`src/rtl/oam_dma_arbiter.sv`:
```
// oam_dma_arbiter
//   Owns the single video-memory port (VRAM 8000-9FFF, OAM FE00-FE9F) and shares it between the
//   CPU, the PPU fetcher and the OAM DMA engine started by a write to FF46.
// Ports:
//   clk, rst                         clock, asynchronous active-high reset
//   CPU_ADDR/WR/RD/DATA_out          CPU MMIO bus in; CPU_DATA_in read data out (combinational)
//   LCD_EN, PPU_MODE                 LCDC[7] and current PPU mode (0 HBLANK .. 3 DRAW)
//   PPU_RD, PPU_ADDR, PPU_DATA_in    PPU fetch request and its data (combinational)
//   VMEM_ADDR/WR/WDATA/RDATA         video RAM port (asynchronous read)
//   SRC_ADDR/RD/RDATA                DMA source read on the system bus (asynchronous read)
//   DMA_ACTIVE                       high while the DMA engine is in START or XFER
module oam_dma_arbiter (
   input  logic        clk,
   input  logic        rst,
   input  logic [15:0] CPU_ADDR,
   input  logic        CPU_WR,
   input  logic        CPU_RD,
   input  logic [7:0]  CPU_DATA_out,
   output logic [7:0]  CPU_DATA_in,
   input  logic        LCD_EN,
   input  logic [1:0]  PPU_MODE,
   input  logic        PPU_RD,
   input  logic [15:0] PPU_ADDR,
   output logic [7:0]  PPU_DATA_in,
   output logic [15:0] VMEM_ADDR,
   output logic        VMEM_WR,
   output logic [7:0]  VMEM_WDATA,
   input  logic [7:0]  VMEM_RDATA,
   output logic [15:0] SRC_ADDR,
   output logic        SRC_RD,
   input  logic [7:0]  SRC_RDATA,
   output logic        DMA_ACTIVE
);

   localparam logic [1:0] StIdle  = 2'd0;
   localparam logic [1:0] StStart = 2'd1;
   localparam logic [1:0] StXfer  = 2'd2;

   localparam logic [7:0]  OamLast = 8'd159;
   localparam logic [15:0] OamBase = 16'hFE00;

   logic [1:0] state_q, state_d;
   logic [7:0] idx_q, idx_d;
   logic [7:0] page_q, page_d;

   logic cpu_vram, cpu_oam, cpu_unusable, cpu_dma_reg;
   logic ppu_vram, ppu_oam;
   logic xfer, dma_start, ppu_owned, ppu_grant, cpu_blocked, cpu_grant;
   logic [7:0] src_page;

   // Address decode
   assign cpu_vram     = (CPU_ADDR[15:13] == 3'b100);
   assign cpu_oam      = (CPU_ADDR[15:8] == 8'hFE) && (CPU_ADDR[7:0] < 8'hA0);
   assign cpu_unusable = (CPU_ADDR[15:8] == 8'hFE) && (CPU_ADDR[7:0] >= 8'hA0);
   assign cpu_dma_reg  = (CPU_ADDR == 16'hFF46);
   assign ppu_vram     = (PPU_ADDR[15:13] == 3'b100);
   assign ppu_oam      = (PPU_ADDR[15:8] == 8'hFE) && (PPU_ADDR[7:0] < 8'hA0);

   assign dma_start  = CPU_WR && cpu_dma_reg;
   assign xfer       = (state_q == StXfer);
   assign DMA_ACTIVE = (state_q != StIdle);

   // Pages E0-FF are the echo of C000-DFFF
   assign src_page = (page_q >= 8'hE0) ? (page_q - 8'h20) : page_q;

   assign ppu_owned = LCD_EN && (((PPU_MODE == 2'd2) && ppu_oam) ||
                                 ((PPU_MODE == 2'd3) && (ppu_vram || ppu_oam)));
   assign ppu_grant = !xfer && PPU_RD && ppu_owned;

   // OAM is locked in modes 2 and 3 (PPU_MODE[1]) and for the whole DMA, including START
   assign cpu_blocked = cpu_vram ? (LCD_EN && (PPU_MODE == 2'd3))
                                 : (DMA_ACTIVE || (LCD_EN && PPU_MODE[1]));
   assign cpu_grant   = (CPU_RD || CPU_WR) && (cpu_vram || cpu_oam) && !cpu_blocked &&
                        !xfer && !ppu_grant;

   always_comb begin
      state_d = state_q;
      idx_d   = idx_q;
      page_d  = page_q;
      case (state_q)
         StIdle: ;
         StStart: begin
            state_d = StXfer;
            idx_d   = 8'd0;
         end
         StXfer: begin
            if (idx_q == OamLast) begin
               state_d = StIdle;
               idx_d   = 8'd0;
            end else begin
               idx_d = idx_q + 8'd1;
            end
         end
         default: state_d = StIdle;
      endcase
      // A write to FF46 overrides everything; the current XFER byte has already been driven
      if (dma_start) begin
         state_d = StStart;
         idx_d   = 8'd0;
         page_d  = CPU_DATA_out;
      end
   end

   always_ff @(posedge clk or posedge rst) begin
      if (rst) begin
         state_q <= StIdle;
         idx_q   <= 8'd0;
         page_q  <= 8'd0;
      end else begin
         state_q <= state_d;
         idx_q   <= idx_d;
         page_q  <= page_d;
      end
   end

   // Video port mux: DMA, then PPU, then CPU
   always_comb begin
      VMEM_ADDR  = 16'h0000;
      VMEM_WR    = 1'b0;
      VMEM_WDATA = 8'h00;
      SRC_RD     = 1'b0;
      SRC_ADDR   = 16'h0000;
      if (xfer) begin
         SRC_RD     = 1'b1;
         SRC_ADDR   = {src_page, idx_q};
         VMEM_WR    = 1'b1;
         VMEM_ADDR  = OamBase + {8'h00, idx_q};
         VMEM_WDATA = SRC_RDATA;
      end else if (ppu_grant) begin
         VMEM_ADDR = PPU_ADDR;
      end else if (cpu_grant) begin
         VMEM_ADDR  = CPU_ADDR;
         VMEM_WR    = CPU_WR;
         VMEM_WDATA = CPU_WR ? CPU_DATA_out : 8'h00;
      end
   end

   assign PPU_DATA_in = ppu_grant ? VMEM_RDATA : 8'hFF;

   always_comb begin
      CPU_DATA_in = 8'hFF;
      if (CPU_RD) begin
         if (cpu_dma_reg) begin
            CPU_DATA_in = page_q;
         end else if (cpu_unusable) begin
            CPU_DATA_in = 8'h00;
         end else if (cpu_grant) begin
            CPU_DATA_in = VMEM_RDATA;
         end
      end
   end

endmodule

```
`config.mk`:
```
export PLATFORM = sky130hd
export DESIGN_NAME = oam_dma_arbiter
export DESIGN_NICKNAME = d
export VERILOG_FILES = /design/src/rtl/oam_dma_arbiter.sv
export SDC_FILE = /design/constraint.sdc
export NUM_CORES = 1
export LEC_CHECK = 0
export CORE_MARGIN = 2
export CORE_UTILIZATION = 39
export DETAILED_ROUTE_END_ITERATION = 8
export PLACE_DENSITY = 0.95
export SLEW_MARGIN = 20
export SYNTH_ARGS = -nofsm -noshare
export SYNTH_HDL_FRONTEND = slang
export SYNTH_SLANG_ARGS = --single-unit
```
`constraint.sdc`:
```
create_clock -name clk -period 3.1 [get_ports clk]
set_input_delay 0.31 -clock clk [delete_from_list [all_inputs] [get_ports clk]]
set_output_delay 0.31 -clock clk [all_outputs]
set_load 0.01 [all_outputs]
```
==> Yosys cells after proc, flatten, opt, wreduce, memory -nomap -nowiden <==
Cells that the tools add are included.
{ "totals": {"register_bits": 18, "inputBits": 64, "out_inout_bits": 59, "wordCells": 74} }
{ "op_classes": {"addsub": 3, "order_cmp": 4, "n_eq_ne": 12, "n_mux": 25, "reduce_logical": 27} }
{ "ops": {"columns": ["operator", "n"], "rows": [
  ["two-way mux 8 bit", 12],
  ["two-way mux 16 bit", 4],
  ["== test 8 bit (second input constant)", 3],
  ["== test 16 bit (second input constant)", 1],
  ["greater-or-equal comparator 8 bit (second input constant)", 2],
  ["less-than comparator 8 bit (second input constant)", 2],
  ["case mux 8 bit (2 select lines)", 1],
  ["logical AND 1 bit", 15],
  ["adder 10 x 9 -> 11 bit (first input constant)", 1],
  ["adder 8 x 1 -> 8 bit (second input constant)", 1],
  ["subtractor 8 x 6 -> 8 bit (second input constant)", 1],
  ["== test 2 bit (second input constant)", 3],
  ["== test 3 bit (second input constant)", 2],
  ["case mux 2 bit (3 select lines)", 1],
  ["logical OR 1 bit", 5],
  ["two-way mux 1 bit", 5],
  ["two-way mux 2 bit", 2],
  ["logical NOT 1 bit", 3],
  ["!= test 3 x 1 -> 1 bit (second input constant)", 1],
  ["nonzero test 3 bit", 1],
  ["== test 2 x 1 -> 1 bit (second input constant)", 1],
  ["logical NOT 2 bit", 1],
  ["!= test 2 bit (second input constant)", 1],
  ["AND reduction 2 bit", 1],
  ["nonzero test 2 bit", 1]
]} }

==> Depth between registers and ports, before layout <==
Gate-level depths: netlist (run 1).
{ "depth": {"depth_word": 13, "depth_mapped": 9, "mapped_depth_nobuf": 6} }

==> Worst setup path after synthesis (run 1) <==
Ideal clock, no wire load.
{ "synth_timing": {"path_kind": "register -> output", "start": "register state_q[0]", "end": "output VMEM_ADDR[0]", "arrival_time_ps": 1684, "slack_ps": 1106, "path_stages_with_launch": 6, "path_buffers": 0, "cell_sequence": "dfrtp_1 > a2111oi_4 > nand4bb_4 > a21oi_4 > nor3b_4 > a221o_1"} }
{ "synth_between": {"elab_chain_cells": 10} }
{ "synth_lines": {"columns": ["element", "line_no", "rtl"], "rows": [
  ["from (decl)", "42", "logic [1:0] state_q, state_d;"],
  ["from (signal assigned)", "106", "state_q <= StIdle;"],
  ["from (signal assigned)", "110", "state_q <= state_d;"],
  ["nonzero test 2 bit", "61", "assign DMA_ACTIVE = (state_q != StIdle);"],
  ["logical OR 1 bit", "72", ": (DMA_ACTIVE || (LCD_EN && PPU_MODE[1]));"],
  ["two-way mux 1 bit", "71", "assign cpu_blocked = cpu_vram ? (LCD_EN && (PPU_MODE == 2'd3))"],
  ["logical NOT 1 bit", "73", "assign cpu_grant = (CPU_RD || CPU_WR) && (cpu_vram || cpu_oam) && !cpu_blocked &&"],
  ["logical AND 1 bit (2 in series)", "73", null],
  ["logical AND 1 bit", "74", "!xfer && !ppu_grant;"],
  ["two-way mux 16 bit", "131", "end else if (cpu_grant) begin"],
  ["two-way mux 16 bit", "129", "end else if (ppu_grant) begin"],
  ["two-way mux 16 bit (*)", "123", "if (xfer) begin"],
  ["to (decl)", "25", "output logic [15:0] VMEM_ADDR,"]
]} }
Every way passes the cells marked *; elsewhere a longest branch is shown, timed or not.

==> Worst setup path after layout (run 1) <==
{ "layout_timing": {"start": "input LCD_EN", "end": "output VMEM_ADDR[5]"} }
{ "layout_between": {"elab_chain_cells": 10} }
{ "layout_lines": {"columns": ["element", "line_no", "rtl"], "rows": [
  ["from (decl)", "20", "input logic LCD_EN,"],
  ["logical AND 1 bit", "72", null],
  ["logical OR 1 bit", "72", null],
  ["two-way mux 1 bit", "71", null],
  ["logical NOT 1 bit", "73", null],
  ["logical AND 1 bit (2 in series)", "73", null],
  ["logical AND 1 bit", "74", null],
  ["two-way mux 16 bit", "131", null],
  ["two-way mux 16 bit (*)", "129", null],
  ["two-way mux 16 bit (*)", "123", null]
]} }
Marked as above.

==> impl_table.tex, run 1 <==
\begin{tabular}{lr}
\hline
Metric & Value \\
\hline
\multicolumn{2}{l}{\textbf{Status}} \\
\quad Status & completed \\
\multicolumn{2}{l}{\textbf{Power}} \\
\quad Clock network power share & about 17\% \\
\quad Maximum vdd ir drop & $\sim$0.00023 V \\
\quad Internal cell power & 722 uW \\
\quad Share of total power in combinational logic & around half \\
\quad Net Sw Power & between 300 and 400 uW \\
\quad Leakage power & about 1.3 nW \\
\quad Switching Share & $\sim$34\% \\
\quad Share of power burned in registers & about 32\% \\
\quad Design Power & roughly 1.1 mW \\
\quad Power density cells & approximately 340 nW/um\^{}2 \\
\multicolumn{2}{l}{\textbf{Placed design}} \\
\quad Cell total after placement & 411 \\
\quad Number of input and output port buffers inserted & 122 \\
\quad Placement Setup Slack & around 0.032 ns \\
\quad Placement-stage cell area & 3150 sq um \\
\quad Final Wtd Congestion & 0.848 \\
\quad Post-DP HPWL & 5230 um \\
\multicolumn{2}{l}{\textbf{Route}} \\
\quad Number of detailed-routing iterations run before antenna repair & 4 \\
\quad First DRT Iteration DRCs & $\sim$170 \\
\quad Antenna Violating Nets Remaining & 0 \\
\quad Detailed-route via count & about 2300 \\
\quad Mean routed wirelength per cell & $\sim$16 um \\
\quad Vias per std cell & approximately 5.5 \\
\quad Drt drc & 0 \\
\quad Total Routed Length & about 6600 um \\
\multicolumn{2}{l}{\textbf{STA}} \\
\quad Number of max-slew violations in the final report & 0 \\
\quad Least-Margin Pin Slew & 0.703 ns \\
\quad Setup repair after global routing missed its margin & no \\
\quad Slew headroom & a little over half \\
\quad Final Hold Violating Endpoints & 0 \\
\quad Final setup TNS & 0 ns \\
\quad Count of final setup violators & 0 \\
\quad Tcrit/Tclk final & 96.3\% \\
\quad Setup skew after layout & roughly 0.00076 ns \\
\quad Slack of the critical path & $\sim$0.12 ns \\
\quad Highest attainable clock frequency & between 0.3 and 0.4 GHz \\
\quad Shortest clock period the worst path allows after layout & 2.98 ns \\
\multicolumn{2}{l}{\textbf{Yosys}} \\
\quad Total of flip-flops plus latches after synthesis & 18 \\
\quad Share of synthesized area occupied by flip-flops and latches & 24.3\% \\
\quad Library cells used by synthesis & just under 50 \\
\quad Syn nets & 306 \\
\quad Flip-flop cell with the highest count after synthesis & sky130\_fd\_sc\_hd\_\_dfrtp\_1 \\
\quad Yosys synthesis warning count & 0 \\
\quad Synthesized instance count & 240 \\
\quad Synthesized cell area & $\sim$1900 sq um \\
\quad Average footprint of a synthesized cell & 7.71 sq um \\
\quad Proportion of synthesized flip-flops having asynchronous set or reset & 100\% \\
\quad Number of synthesized flops with an enable pin & 0 \\
\multicolumn{2}{l}{\textbf{Die}} \\
\quad Area inside the core boundary & 4660 sq um \\
\quad Die Height & 72.9 um \\
\quad Initial Util & between 30\% and 40\% \\
\quad Die Span X & $\sim$73 um \\
\quad Overall die area & 5310 sq um \\
\quad Io pins & roughly 120 \\
\quad Standard-cell rows & 25 \\
\multicolumn{2}{l}{\textbf{Finish}} \\
\quad Layout Cell Area excl Fill & 3220 sq um \\
\quad Nets & 428 \\
\quad Non-filler cells, final & approximately 420 \\
\quad ANT cells & 0 \\
\quad Post-synthesis to final-layout area growth & 73.9\% \\
\quad Most common library cell in the layout ignoring fill and taps & sky130\_fd\_sc\_hd\_\_clkdlybuf4s50\_1 \\
\quad Most frequent cells in the layout & sky130\_fd\_sc\_hd\_\_clkdlybuf4s50\_1 (120), sky130\_fd\_sc\_hd\_\_nand2\_1 (37), sky130\_fd\_sc\_hd\_\_nor2\_1 (24) \\
\quad Layout cells sized above 1 & about 8.0\% \\
\multicolumn{2}{l}{\textbf{Clock tree}} \\
\quad Clock tree root buffer cell & sky130\_fd\_sc\_hd\_\_clkbuf\_8 \\
\quad Post-CTS clock slew at the launch and capture registers of the worst setup and hold paths & approximately 0.07 ns \\
\quad Sink count of the clock tree & 18 \\
\quad Number of buffers on the longest clock path & 2 \\
\quad Number of H-tree branching levels & 1 \\
\quad Clock latency reported for the late side of the worst-skew pair & approximately 0.25 ns \\
\quad TritonCTS Buffers & 3 \\
\quad Clock tree from TritonCTS & yes \\
\quad Hold-fix buffers, CTS & 0 \\
\multicolumn{2}{l}{\textbf{Global routing}} \\
\quad Total Routing Usage GR & roughly a quarter \\
\quad Number of antenna violations at the first check in global routing & 0 \\
\quad GR Overflow Total & 0 \\
\quad Wire length of the first global-routing pass & between 10000 and 15000 um \\
\quad Pin count of the biggest net entering global routing & 33 \\
\quad Vias in the first global route & 2196 \\
\multicolumn{2}{l}{\textbf{Worst setup path}} \\
\quad Element type at the critical path end & primary output \\
\quad Worst path required time & around 2.8 ns \\
\quad Worst Setup SP & LCD\_EN \\
\quad Nature of the critical path startpoint & input port \\
\quad Type of the worst setup path & input port to primary output \\
\quad Endpoint arrival time on the critical path & between 2 and 3 ns \\
\quad FF-to-FF Start & idx\_q[0] \\
\quad Critical path peak fanout & 8 \\
\multicolumn{2}{l}{\textbf{Min path}} \\
\quad Class of the most critical hold timing path & input port to async pin \\
\multicolumn{2}{l}{\textbf{Job}} \\
\quad Max capacitance violation total & 0 \\
\hline
\end{tabular}
-- per-layer routing --
metal  global-route usage, %  wire [um]
met2                    43.1       3390
met1                    29.4       2620
met3                    4.14        424
met4                    7.82        121
met5                       0          0
-- cells in the mapped netlist, drive strengths merged, types with 3 or more instances --
master	n	area share, %
mux2	8	4.9
a221o	18	9.9
o21ai	18	4.9
nand4	5	1.7
inv	6	1.2
a21oi	11	3.6
a31oi	4	1.4
nor2	25	5.2
buf	7	2.1
nand3	7	1.9
and2	15	5.1
a22oi	3	2.0
clkbuf	9	1.9
nand4b	3	1.4
nand2b	15	5.2
nand2	37	7.5
dfrtp	18	24
nor2b	3	1.0
-- power by group through the flow --
stage	registers [mW]	logic (mW)	clock network, mW
2_1_floorplan	0.315	0.264	0
3_3_place_gp	0.349	0.532	0
3_5_place_dp	0.354	0.546	0
4_1_cts	0.349	0.549	0.197
5_1_grt	0.363	0.588	0.208
6_report	0.351	0.547	0.189
-- sequential cells by signal (all words and copies together), names as in the netlist --
| register | cells |
|---|---|
| idx_q | 8 |
| state_q | 2 |
| page_q | 8 |
-- metrics by stage --
| stage | hold slack, ns | util [%] |
|---|---|---|
| 3_3_place_gp | 0.491 | 67.5 |
| 4_1_cts | 0.498 | 68.7 |
| 6_report | 0.467 | 69.0 |
| 3_5_place_dp | 0.503 | 67.5 |
| 2_1_floorplan | 0.249 | - |
| 5_1_grt | 0.540 | 69.0 |
-- critical path: stages --
cell	delay, ns
sky130_fd_sc_hd__clkdlybuf4s50_1	0.50
sky130_fd_sc_hd__a2111oi_4	0.38
sky130_fd_sc_hd__nand4bb_4	0.18
sky130_fd_sc_hd__a21oi_4	0.18
sky130_fd_sc_hd__nor3b_4	0.37
sky130_fd_sc_hd__a221o_1	0.22
sky130_fd_sc_hd__clkdlybuf4s50_1	0.53
-- logic make-up (layout without fill, tap and decap cells) --
kind of cell    after synthesis  after routing  synth area share [%]
simple gates                122            122                  35.4
compound gates               66             66                  27.8
buf+inv                      22            143                  5.21
flops                        18             18                  24.3
mux                          10             10                  5.95
fa+ha+maj                     2              2                  1.35
-- repair_timing --
item,CTS,global route
buffers inserted,0,0
gates resized for setup,0,5
setup endpoints to repair,0,17
-- worst paths after layout --
check / end / slack, ns / cells past startpoint
setup / recovery: VMEM_ADDR[5] / 0.12 / 7
hold / removal: idx_q[2] / 0.47 / 2
setup reg to reg: idx_q[0] / 1.50 / 6
hold reg to reg: page_q[2] / 0.52 / 1
max in group asynchronous: page_q[2] / 2.19 / 2
min in group clk: page_q[2] / 0.52 / 1
-- cell type report --
| type | instances | area [sq um] |
|---|---|---|
| Fill cell | 393 | 1440 |
| Multi-Input combinational cell | 200 | 1310 |
| Timing Repair Buffer | 133 | 1310 |
| Sequential cell | 18 | 450 |
| Tap cell | 54 | 67.6 |
| Clock buffer | 4 | 55.1 |
| Inverter | 6 | 22.5 |
Power figures use the tool's default switching activity.
==> inputs of run 2 (changes only) <==
--- a/config.mk
+++ b/config.mk
@@ -5,6 +5,7 @@
 export SDC_FILE = /design/constraint.sdc
 export NUM_CORES = 1
 export LEC_CHECK = 0
+export ABC_CLOCK_PERIOD_IN_PS = 3100
 export CORE_MARGIN = 2
 export CORE_UTILIZATION = 39
 export DETAILED_ROUTE_END_ITERATION = 8
==> results of run 2 <==
No change in the layout: final DEF, timing and power equal those of run 1.
